--- config.mk ---
export PLATFORM = sky130hd
export DESIGN_NAME = keypad_code_buffer_flat
export DESIGN_NICKNAME = d
export VERILOG_FILES = /design/src/rtl/keypad_code_buffer_if.sv /design/src/rtl/keypad_code_buffer.sv /design/src/flat_wrapper.sv
export SDC_FILE = /design/constraint.sdc
export NUM_CORES = 1
export LEC_CHECK = 0
export CORE_MARGIN = 2
export CORE_UTILIZATION = 40
export DETAILED_ROUTE_END_ITERATION = 10
export GPL_TIMING_DRIVEN = 0
export PLACE_DENSITY_LB_ADDON = 0.08
export SLEW_MARGIN = 20
export SYNTH_ARGS = -nofsm -noshare
export SYNTH_HDL_FRONTEND = slang
export SYNTH_SLANG_ARGS = --single-unit
--- constraint.sdc ---
create_clock -name clock -period 3.6 [get_ports clock]
set_clock_uncertainty 0.05 [all_clocks]
set_input_delay 0.36 -clock clock [delete_from_list [all_inputs] [get_ports clock]]
set_output_delay 0.36 -clock clock [all_outputs]
set_load 0.02 [all_outputs]
--- src/rtl/keypad_code_buffer_if.sv ---
// Scanner-side inputs and consumer-side FIFO handshake of keypad_code_buffer.
// valid/ready: an entry transfers on every rising edge where key_valid and key_ready are both 1.
interface keypad_code_buffer_if #(
    parameter int DEPTH = 4
) ();
    logic [3:0]                   Code;
    logic                         Valid;
    logic                         clear;
    logic [3:0]                   key_data;
    logic                         key_valid;
    logic                         key_ready;
    logic [$clog2(DEPTH+1)-1:0]   count;
    logic                         overflow;
    logic [1:0]                   state_dbg;

    modport slave (
        input  Code, Valid, clear, key_ready,
        output key_data, key_valid, count, overflow, state_dbg
    );

    modport master (
        output Code, Valid, clear, key_ready,
        input  key_data, key_valid, count, overflow, state_dbg
    );
endinterface

--- src/rtl/keypad_code_buffer.sv ---
// Debounced keypress qualifier feeding a first-word-fall-through FIFO.
// Optional auto-repeat while a key is held: define KEYPAD_CODE_BUFFER_REPEAT_EN.
module keypad_code_buffer #(
    parameter int DEPTH           = 4,
    parameter int DEBOUNCE_CYCLES = 4,
    parameter int REPEAT_DELAY    = 64,
    parameter int REPEAT_PERIOD   = 16
) (
    input logic                  clock,
    input logic                  reset,
    keypad_code_buffer_if.slave  bus
);
    localparam int AW = $clog2(DEPTH);
    localparam int CW = $clog2(DEBOUNCE_CYCLES + 1);
    localparam logic [CW-1:0] DC = CW'(DEBOUNCE_CYCLES);

    if (DEPTH < 2 || (DEPTH & (DEPTH - 1)) != 0 || DEBOUNCE_CYCLES < 1 ||
        REPEAT_DELAY < 1 || REPEAT_PERIOD < 1) begin : g_param_err
        $error("keypad_code_buffer: illegal parameter value");
    end

    typedef enum logic [1:0] {
        IDLE    = 2'd0,
        QUALIFY = 2'd1,
        HELD    = 2'd2,
        RELEASE = 2'd3
    } state_e;

    state_e          state_q, state_d;
    logic [CW-1:0]   cnt_q, cnt_d, cnt_inc;
    logic [3:0]      code_q, code_d;
    logic            push;

    logic [3:0]      mem_q [DEPTH];
    logic [AW:0]     wr_q, rd_q;
    logic            ovf_q;
    logic            empty, full, pop, do_push;

    assign cnt_inc = cnt_q + CW'(1);

`ifdef KEYPAD_CODE_BUFFER_REPEAT_EN
    localparam int RMAX = (REPEAT_DELAY > REPEAT_PERIOD) ? REPEAT_DELAY : REPEAT_PERIOD;
    localparam int RW   = $clog2(RMAX + 1);
    logic [RW-1:0] rep_cnt_q, rep_cnt_d, rep_inc;
    logic          rep_armed_q, rep_armed_d;
    assign rep_inc = rep_cnt_q + RW'(1);
`endif

    always_comb begin
        state_d = state_q;
        cnt_d   = cnt_q;
        code_d  = code_q;
        push    = 1'b0;
`ifdef KEYPAD_CODE_BUFFER_REPEAT_EN
        rep_cnt_d   = rep_cnt_q;
        rep_armed_d = rep_armed_q;
`endif
        case (state_q)
            IDLE: begin
                if (bus.Valid) begin
                    code_d = bus.Code;
                    cnt_d  = CW'(1);
                    if (DEBOUNCE_CYCLES == 1) begin
                        push    = 1'b1;
                        state_d = HELD;
`ifdef KEYPAD_CODE_BUFFER_REPEAT_EN
                        rep_cnt_d   = '0;
                        rep_armed_d = 1'b0;
`endif
                    end else begin
                        state_d = QUALIFY;
                    end
                end
            end
            QUALIFY: begin
                if (!bus.Valid) begin
                    state_d = IDLE;
                end else if (bus.Code != code_q) begin
                    code_d = bus.Code;
                    cnt_d  = CW'(1);
                end else begin
                    cnt_d = cnt_inc;
                    if (cnt_inc == DC) begin
                        push    = 1'b1;
                        state_d = HELD;
`ifdef KEYPAD_CODE_BUFFER_REPEAT_EN
                        rep_cnt_d   = '0;
                        rep_armed_d = 1'b0;
`endif
                    end
                end
            end
            HELD: begin
                if (!bus.Valid) begin
                    cnt_d   = CW'(1);
                    state_d = (DEBOUNCE_CYCLES == 1) ? IDLE : RELEASE;
`ifdef KEYPAD_CODE_BUFFER_REPEAT_EN
                    rep_cnt_d = '0;
`endif
                end else begin
`ifdef KEYPAD_CODE_BUFFER_REPEAT_EN
                    // First repeat waits REPEAT_DELAY, later ones REPEAT_PERIOD.
                    if ((!rep_armed_q && rep_inc == RW'(REPEAT_DELAY)) ||
                        ( rep_armed_q && rep_inc == RW'(REPEAT_PERIOD))) begin
                        push        = 1'b1;
                        rep_armed_d = 1'b1;
                        rep_cnt_d   = '0;
                    end else begin
                        rep_cnt_d = rep_inc;
                    end
`endif
                end
            end
            RELEASE: begin
                if (bus.Valid) begin
                    state_d = HELD;
`ifdef KEYPAD_CODE_BUFFER_REPEAT_EN
                    rep_cnt_d   = '0;
                    rep_armed_d = 1'b1;
`endif
                end else begin
                    cnt_d = cnt_inc;
                    if (cnt_inc >= DC) state_d = IDLE;
                end
            end
            default: state_d = IDLE;
        endcase
    end

    assign empty   = (wr_q == rd_q);
    assign full    = (wr_q[AW] != rd_q[AW]) && (wr_q[AW-1:0] == rd_q[AW-1:0]);
    assign pop     = !empty && bus.key_ready;
    assign do_push = push && (!full || pop);

    always_ff @(posedge clock) begin
        if (reset) begin
            state_q <= IDLE;
            cnt_q   <= '0;
            code_q  <= '0;
            wr_q    <= '0;
            rd_q    <= '0;
            ovf_q   <= 1'b0;
`ifdef KEYPAD_CODE_BUFFER_REPEAT_EN
            rep_cnt_q   <= '0;
            rep_armed_q <= 1'b0;
`endif
        end else begin
            state_q <= state_d;
            cnt_q   <= cnt_d;
            code_q  <= code_d;
`ifdef KEYPAD_CODE_BUFFER_REPEAT_EN
            rep_cnt_q   <= rep_cnt_d;
            rep_armed_q <= rep_armed_d;
`endif
            // clear flushes the FIFO only; the press tracker keeps running.
            if (bus.clear) begin
                wr_q  <= '0;
                rd_q  <= '0;
                ovf_q <= 1'b0;
            end else begin
                if (pop)              rd_q  <= rd_q + 1'b1;
                if (do_push)          wr_q  <= wr_q + 1'b1;
                if (push && !do_push) ovf_q <= 1'b1;
            end
        end
    end

    always_ff @(posedge clock) begin
        if (!reset && !bus.clear && do_push) mem_q[wr_q[AW-1:0]] <= code_d;
    end

    assign bus.key_valid = !empty;
    assign bus.key_data  = empty ? 4'h0 : mem_q[rd_q[AW-1:0]];
    assign bus.count     = wr_q - rd_q;
    assign bus.overflow  = ovf_q;
    assign bus.state_dbg = state_q;
endmodule
--- src/flat_wrapper.sv ---
// flat-port wrapper written by rule: the top's interface ports become plain ports
module keypad_code_buffer_flat 
#(
    parameter int DEPTH           = 4,
    parameter int DEBOUNCE_CYCLES = 4,
    parameter int REPEAT_DELAY    = 64,
    parameter int REPEAT_PERIOD   = 16
)
  (clock, reset, bus_Code, bus_Valid, bus_clear, bus_key_ready, bus_key_data, bus_key_valid, bus_count, bus_overflow, bus_state_dbg);
  keypad_code_buffer_if #(.DEPTH(DEPTH)) bus_i ();
  input logic clock;
  input logic reset;
  input wire logic [$bits(bus_i.Code)-1:0] bus_Code;
  input wire logic [$bits(bus_i.Valid)-1:0] bus_Valid;
  input wire logic [$bits(bus_i.clear)-1:0] bus_clear;
  input wire logic [$bits(bus_i.key_ready)-1:0] bus_key_ready;
  output wire logic [$bits(bus_i.key_data)-1:0] bus_key_data;
  output wire logic [$bits(bus_i.key_valid)-1:0] bus_key_valid;
  output wire logic [$bits(bus_i.count)-1:0] bus_count;
  output wire logic [$bits(bus_i.overflow)-1:0] bus_overflow;
  output wire logic [$bits(bus_i.state_dbg)-1:0] bus_state_dbg;
  assign bus_i.Code = bus_Code;
  assign bus_i.Valid = bus_Valid;
  assign bus_i.clear = bus_clear;
  assign bus_i.key_ready = bus_key_ready;
  assign bus_key_data = bus_i.key_data;
  assign bus_key_valid = bus_i.key_valid;
  assign bus_count = bus_i.count;
  assign bus_overflow = bus_i.overflow;
  assign bus_state_dbg = bus_i.state_dbg;
  keypad_code_buffer #(.DEPTH(DEPTH), .DEBOUNCE_CYCLES(DEBOUNCE_CYCLES), .REPEAT_DELAY(REPEAT_DELAY), .REPEAT_PERIOD(REPEAT_PERIOD)) u_core (.clock(clock), .reset(reset), .bus(bus_i));
endmodule
==> metrics.md <==
| Metric | Value |
|---|---|
| Run status | `finished clean` |
| Yosys warning total | `0` |
| NetSw | `between 150 and 200 uW` |
| Initial core utilization | `between 40 and 50%` |
| Core ar. | `3970 sq um` |
| Routed vias | `1157` |
| Global Route Usage Sum | `between 15 and 20%` |
| Crit. Startpoint | `u_core.wr_q[0]` |
| GRT overflow | `0` |
| Worst hold-check path type | `flop to flop` |
| Syn Std Cell Area | `around 1600 sq um` |
| CTS tree | `done` |
| CP Launch Type | `flop` |
| Routed Antenna Nets | `0` |
| Hold_buf cts | `0` |
| Synth Instances | `between 100 and 150` |
| Clock power frac | `approximately two fifths` |
| H-tree Lvls | `2` |
| Routed len/inst | `between 10 and 15 microns` |
| Hpwl dp | `roughly 2.3 mm` |
| Largest net degree at the start of global routing | `11` |
| CP Cell Sequence | `inv_1 -> ha_1 -> nand2_1 -> nor2_1 -> nor2b_1 -> clkdlybuf4s50_1` |
| CP Data Required Time | `roughly 3200 ps` |
| Final slew viol count | `0` |
| Layout cells sized above 1 | `8.09%` |
| Hold path startpoint | `u_core.bus.overflow` |
| Worst VDD drop | `~0.21 mV` |
| Die area | `4650 sq um` |
| Ys async rst share | `0%` |
| Post-synthesis sequential area ratio | `approximately half` |
| Combinational group share of total power | `between 5 and 6%` |
| Fill count | `around 360` |
| WS Path Type | `flop to output pin` |
| Maxcap violations | `0` |
| Yosys top cell by area | `edfxtp_1` |
| Antenna Cells | `0` |
| Setup TNS | `0 ps` |
| Distinct cell type count after synthesis | `37` |
| Mapped Nets | `about 170` |
| Critical-path maximum fanout | `5` |
| RSZ-0062 raised after global routing | `false` |
| First-pass GRT wire length | `between 5 and 6 mm` |
| Top post-synthesis cells by area | `edfxtp_1 (29%), dfxtp_1 (22%), ha_1 (6.8%)` |
| Worst EP arrival | `roughly 2200 ps` |
| Mean Syn Cell Area | `~11 sq um` |
| Synth Register Bits | `34` |
| Hold Violations, Final | `0` |
| Num CTS Buffers | `5` |
| FMAX | `just under 400 MHz` |
| Internal cell power | `about 600 uW` |
| Delay-heaviest family, CP | `buffers and inverters` |
| Pwr dens | `between 300 and 400 nW/um^2` |
| I/O Buffers | `19` |
| Crit end category | `output pin` |
| Initial antenna violation count | `0` |
| Final Critical Period | `~2600 ps` |
| Switching share of power | `a little over a fifth` |
| Final wirelength | `~3 mm` |
| Bufs and invs on worst path | `2` |
| Via-to-Cell Ratio | `5.19` |
| Clock Path Buffers | `2` |
| Worst R2R Start | `u_core.cnt_q[0]` |
| Clk pin slew, worst setup/hold paths | `about 70 ps` |
| Clock sinks | `34` |
| Worst-Skew Late Latency | `280 ps` |
| IO Pins | `20` |
| Fin crit share | `72.1%` |
| Drt pass-1 iters | `4` |
| Chip width | `between 60 and 70 microns` |
| Final Setup Violations | `0` |
| Post-cts resize count | `0` |
| Die Span Y | `between 60 and 70 microns` |
| Synth top area share | `roughly 29%` |
| Critical path's largest stage delay | `550 ps` |
| Commonest cells post-synth | `dfxtp_1 (18), nand2_1 (18), edfxtp_1 (16)` |
| Fin nets | `191` |
| P_leak | `0.000768 uW` |
| Part of the power in registers | `55.6%` |
| Worst-Margin Slew | `around 480 ps` |
| Area delta synth->final | `20.8%` |
| Max-slew headroom | `just under 70%` |
| DRT iter0 DRCs | `65` |
| Power Total | `between 700 and 800 uW` |
| DR DRC count | `0` |
| Post-synth EDFFs | `16` |
| Rows | `23` |
| Vias in the first global route | `1127` |
| Critical path's slowest cell | `clkdlybuf4s50_1` |
| Clock Tree Root | `clkbuf_8` |
| Post-CTS setup buffers | `0` |
| Global placement routability congestion | `approximately 0.71` |
| Top_reg_cell synth | `dfxtp_1` |
worst paths after layout:
kind | endpoint | slack [ps] | cells past startpoint
hold reg to reg | u_core.bus.overflow | 450 | 2
hold / removal | u_core.bus.overflow | 450 | 2
setup / recovery | bus_key_data[2] | 1000 | 6
setup reg to reg | u_core.mem_q[0][0] | 1440 | 5
per-layer routing:
layer  part of all wire, %  GRT usage (%)
met5                     0              0
met4                   1.0           4.50
met3                   4.6           4.44
met2                    49           26.1
met1                    45           18.7
final cells by class:
cell class                      instances  area [sq um]  share of cell area (%)
Sequential cell                        34           841                    42.3
Multi-Input combinational cell        100           757                    38.1
Timing Repair Buffer                   19           190                    9.56
Clock buffer                            8          90.1                    4.53
Tap cell                               50          62.6                    3.14
Inverter                                9          33.8                    1.70
Buffer                                  3          15.0                   0.755
cells in the final DEF, fill, tap and decap left out, types with 2 or more instances in the layout:
cell type | netlist | final
nor3_1 | 3 | 3
inv_1 | 9 | 9
dfxtp_1 | 18 | 18
nand3_1 | 3 | 3
nand2_1 | 18 | 18
mux2i_1 | 2 | 2
mux4_2 | 4 | 4
xnor2_1 | 6 | 6
nor2_1 | 7 | 7
a21oi_1 | 4 | 4
xor2_1 | 4 | 4
o21ai_0 | 3 | 3
clkdlybuf4s50_1 | 0 | 19
clkbuf_1 | 2 | 4
nor2b_1 | 9 | 9
and3_1 | 6 | 6
nand4_1 | 2 | 2
or4_1 | 2 | 2
clkbuf_8 | 0 | 6
o31ai_1 | 2 | 2
ha_1 | 9 | 9
edfxtp_1 | 16 | 16
cell families (layout without fill, tap and decap cells):
group                      Yosys count  after routing  share of synthesized area [%]
buffers and inverters               12             39                           2.96
xor gates and xnor gates            10             10                           5.32
adders and majority gates           10             10                           8.05
muxes                                6              6                           6.69
and+or+nand+nor                     58             58                           19.4
DFF                                 34             34                           51.1
AOI/OAI and AO/OA                   16             16                           6.54
state kept, by name (all words and copies together), names as in the netlist, named ones only:
| signal | count |
|---|---|
| u_core.bus.overflow | 1 |
| u_core.cnt_q | 3 |
| u_core.wr_q | 3 |
| u_core.code_q | 4 |
| u_core.rd_q | 3 |
| u_core.mem_q | 16 |
| u_core.bus.state_dbg | 1 |
stage by stage:
stage	hold WS, ps	std cells	util (%)	instance area [sq um]	setup WS (ps)
after floorplan	428	146	-	1650	1780
final	455	223	50.1	1990	1000
after detailed placement	424	215	47.8	1900	1140
after global placement	425	215	47.8	1900	1190
after CTS	460	223	50.1	1990	950
after global routing	500	223	50.1	1990	839
power groups by stage:
stage,Clock [uW],Sequential [uW],Combinational [uW]
after CTS,292,413,42.6
after floorplan,0,421,22.5
after detailed placement,0,422,42.3
final,288,413,42.2
after global routing,305,413,47.1
after global placement,0,421,41.1
worst register-to-register path, delay by kind of cell, from the launching register on:
family	cells	cell delay (ps)
XOR/XNOR	1	380
adder cells (fa/ha/maj)	1	180
flip-flops	1	390
AND/OR/NAND/NOR	3	830
Power figures use the tool's default switching activity.
